--- src/rtl/full_add4.sv ---
// Registered WIDTH-bit ripple-carry adder: {cout, s} <= a + b + Cin, one cycle latency.
// Optional registered two's-complement overflow output ovf when FULL_ADD4_OVF_EN is defined.
module full_add4 #(
   parameter int WIDTH = 4
) (
   input  logic             clk,
   input  logic             rst,
   output logic [WIDTH-1:0] s,
   output logic             cout,
`ifdef FULL_ADD4_OVF_EN
   output logic             ovf,
`endif
   input  logic [WIDTH-1:0] a,
   input  logic [WIDTH-1:0] b,
   input  logic             Cin
);

   logic [WIDTH:0]   c;
   logic [WIDTH-1:0] sum;

   assign c[0] = Cin;

   // One full-adder cell per bit; c[i+1] is the carry out of cell i.
   for (genvar i = 0; i < WIDTH; i++) begin : g_cell
      assign sum[i]  = a[i] ^ b[i] ^ c[i];
      assign c[i+1]  = (a[i] & b[i]) | (c[i] & (a[i] ^ b[i]));
   end

   always_ff @(posedge clk or posedge rst) begin
      if (rst) begin
         s    <= '0;
         cout <= 1'b0;
`ifdef FULL_ADD4_OVF_EN
         ovf  <= 1'b0;
`endif
      end else begin
         s    <= sum;
         cout <= c[WIDTH];
`ifdef FULL_ADD4_OVF_EN
         ovf  <= c[WIDTH] ^ c[WIDTH-1];
`endif
      end
   end

endmodule

--- config.mk ---
export PLATFORM = sky130hd
export DESIGN_NAME = full_add4
export DESIGN_NICKNAME = d
export VERILOG_FILES = /design/src/rtl/full_add4.sv
export SDC_FILE = /design/constraint.sdc
export NUM_CORES = 1
export LEC_CHECK = 0
export BUFFER_PORTS_ARGS = -buffer_cell sky130_fd_sc_hd__buf_2
export CAP_MARGIN = 20
export CELL_PAD_IN_SITES_DETAIL_PLACEMENT = 0
export CELL_PAD_IN_SITES_GLOBAL_PLACEMENT = 2
export CORE_UTILIZATION = 18
export DETAILED_ROUTE_END_ITERATION = 16
export PLACE_DENSITY_LB_ADDON = 0.1
export SLEW_MARGIN = 20
export SYNTH_ARGS = -nofsm -noshare
export SYNTH_HDL_FRONTEND = slang
export SYNTH_SLANG_ARGS = --single-unit
export TNS_END_PERCENT = 1
--- constraint.sdc ---
create_clock -name clk -period 0.8 [get_ports clk]
set_clock_uncertainty 0.05 [all_clocks]
set_input_delay 0.08 -clock clk [delete_from_list [all_inputs] [get_ports clk]]
set_output_delay 0.08 -clock clk [all_outputs]
set_load 0.005 [all_outputs]
==> flow_summary_export.csv <==
group,metric,value,unit
status,status,"complete, but fails checks",
status,violations,"setup timing",
floorplan,die_h,39.0,microns
floorplan,die_area,0.00152,sq mm
placed_design,io_buffers,15,
floorplan,rows,12,
synth,synth.most_common_cell,"inv_1",
global_routing,overflow,0,
floorplan,die_w,39.0,microns
worst_setup_path,cp.arrival,1.66,ns
synth,synth.distinct_cells,3,
synth,synth_edf_count,0,
cells_and_area,diodes,0,
detailed_routing,vias,175,
worst_setup_path,cp-start-kind,"input port",
worst_setup_path,worst-setup-path-type,"input port to register",
synth,syn_nets,35,
cells_and_area,stdcell_area,389,sq um
cells_and_area,area_growth,57.9,%
floorplan,core,0.00119,sq mm
power,power.density,1880,mW/mm^2
floorplan,start_util,0.208,
detailed_routing,firstDrtPassIters,2,
worst_setup_path,worstPathRequired,0.93,ns
detailed_routing,drc,0,
clock_tree,cts.sinks,5,
timing,period_share,1.92,
placed_design,gp_congestion,0.593,
hold_path,hp-class,"input port to register",
timing,slew_violations,0,
detailed_routing,antenna_left,0,
detailed_routing,drtIter0Drc,3,
synth,synth_warnings,0,
detailed_routing,wl_per_cell,6.81,microns
clock_tree,clock-root-buffer,"clkbuf_4",
synth,synth-async-reset-ratio,1.00,
timing,setup_ws,-0.739,ns
timing,fmax,650,MHz
worst_setup_path,path_max_fanout,1,
synth,synth.ff_latch_count,5,
timing,worst_slew_pin_slew,0.168,ns
cells_and_area,final_util,0.328,
clock_tree,clk_path_buf_depth,2,
global_routing,grt_pass1_vias,175,
synth,synth.area.top_cells,"dfrtp_1, fa_1, inv_1",
floorplan,ioPinCount,16,
synth,synth_common_cells,"inv_1, dfrtp_1, fa_1",
timing,setup_viol,9,
global_routing,grt_max_degree,6,
timing,period_needed,1.54,ns
synth,syn_avg_cell_area,12.3,sq um
global_routing,grt_usage,0.0663,
cells_and_area,fin_nets,56,
cells_and_area,num-fill-cells,128,
placed_design,place_area,347,sq um
placed_design,dp_slack,-1.06,ns
clock_tree,cts_buffers,3,
power,leakage,0.220,nW
detailed_routing,routed_wl,368,microns
synth,postSynthCellCount,20,
timing,hold_violations,0,
clock_tree,h-tree-depth,1,
cells_and_area,drive_gt1_frac,0.625,
placed_design,hpwl,317,microns
clock_tree,cts_tree,"done",
timing,slew_headroom,0.888,
power,ir_worst_vdd,0.427,mV
synth,synth.largest_area_cell,"dfrtp_1",
global_routing,grt_pass1_wl,607,microns
clock_tree,clk_pin_slew,0.04,ns
synth,yosysSeqAreaShare,0.508,
detailed_routing,vias_per_cell,3.24,
power,total_power,0.732,mW
synth,syn_area,246,sq um
run,cap_viol_max_count,0,
synth,synth_top_cell_area_share,0.508,
timing,rsz0062_at_grt,"true",
global_routing,antenna_found_initial,0,
clock_tree,post_cts_buffers,0,
synth,ys.flop_type,"dfrtp_1",
worst_setup_path,end_kind,"register",
==> cell families (layout without fill, tap and decap cells) <==
| kind of cell | count (synthesis) | in the layout | share of synthesized area |
|---|---|---|---|
| DFF | 5 | 5 | 0.508 |
| adders and majority gates | 4 | 4 | 0.325 |
| buffers and inverters | 11 | 31 | 0.168 |
==> final timing paths <==
kind                       start    to  slack, ns  cells past startpoint
setup / recovery             Cin  s[3]      -0.74                      9
hold / removal               Cin  s[0]       0.09                      2
max in group asynchronous    rst  s[0]       0.32                      3
min in group asynchronous    rst  s[2]       0.23                      3
==> area by class of cell <==
type	count	area (sq um)	share of cell area
multi-input cells	4	87.6	0.225
clock buffers	4	26.3	0.0675
inverters	11	41.3	0.106
repair buffers	16	91.3	0.235
flip-flops and latches	5	125	0.322
well taps	14	17.5	0.0450
==> timing repair <==
item	in CTS	in global routing
hold buffers	1	0
setup endpoints to repair	9	9
gates resized for setup	1	1
hold endpoints to repair	5	0
pin swaps	4	0
==> cells in the final DEF (no fill, tap or decap), drive strengths merged <==
cell,count
dfrtp,5
buf,15
clkbuf,4
dlygate4sd3,1
fa,4
inv,11
==> worst max-delay path, stage by stage <==
cell   delay, ns
buf_6       0.09
fa_2        0.37
inv_2       0.06
fa_2        0.18
inv_2       0.04
fa_2        0.33
inv_2       0.06
fa_1        0.40
inv_1       0.06
==> flip-flops by register name (all words and copies together) (netlist names) <==
signal,flops
s,4
cout,1
==> power by group <==
| group | total [mW] | leakage (nW) | switching, mW | internal (mW) |
|---|---|---|---|---|
| clock network | 0.280 | 0.0150 | 0.0926 | 0.188 |
| logic | 0.148 | 0.146 | 0.0681 | 0.0803 |
| registers | 0.303 | 0.0583 | 0.00832 | 0.295 |
| total | 0.732 | 0.220 | 0.169 | 0.563 |
==> per-layer routing <==
metal	part of all wire	track usage	up-vias
li1	-	-	89
met1	0.36	0.0607	75
met2	0.51	0.0958	11
met3	0.13	0.0347	0
met4	0	0.0776	0
met5	0	0	-
==> metrics by stage <==
| step | setup TNS, ns | cells | hold slack, ns |
|---|---|---|---|
| after CTS | -2.02 | 54 | 0.0781 |
| after detailed placement | -3.07 | 49 | -0.0706 |
| after floorplan | -2.40 | 20 | -0.191 |
| after global placement | -3.04 | 49 | -0.0764 |
| final | -1.96 | 54 | 0.0860 |
| after global routing | -2.25 | 54 | 0.0757 |
Note: power is estimated with default switching activity, not from simulation.
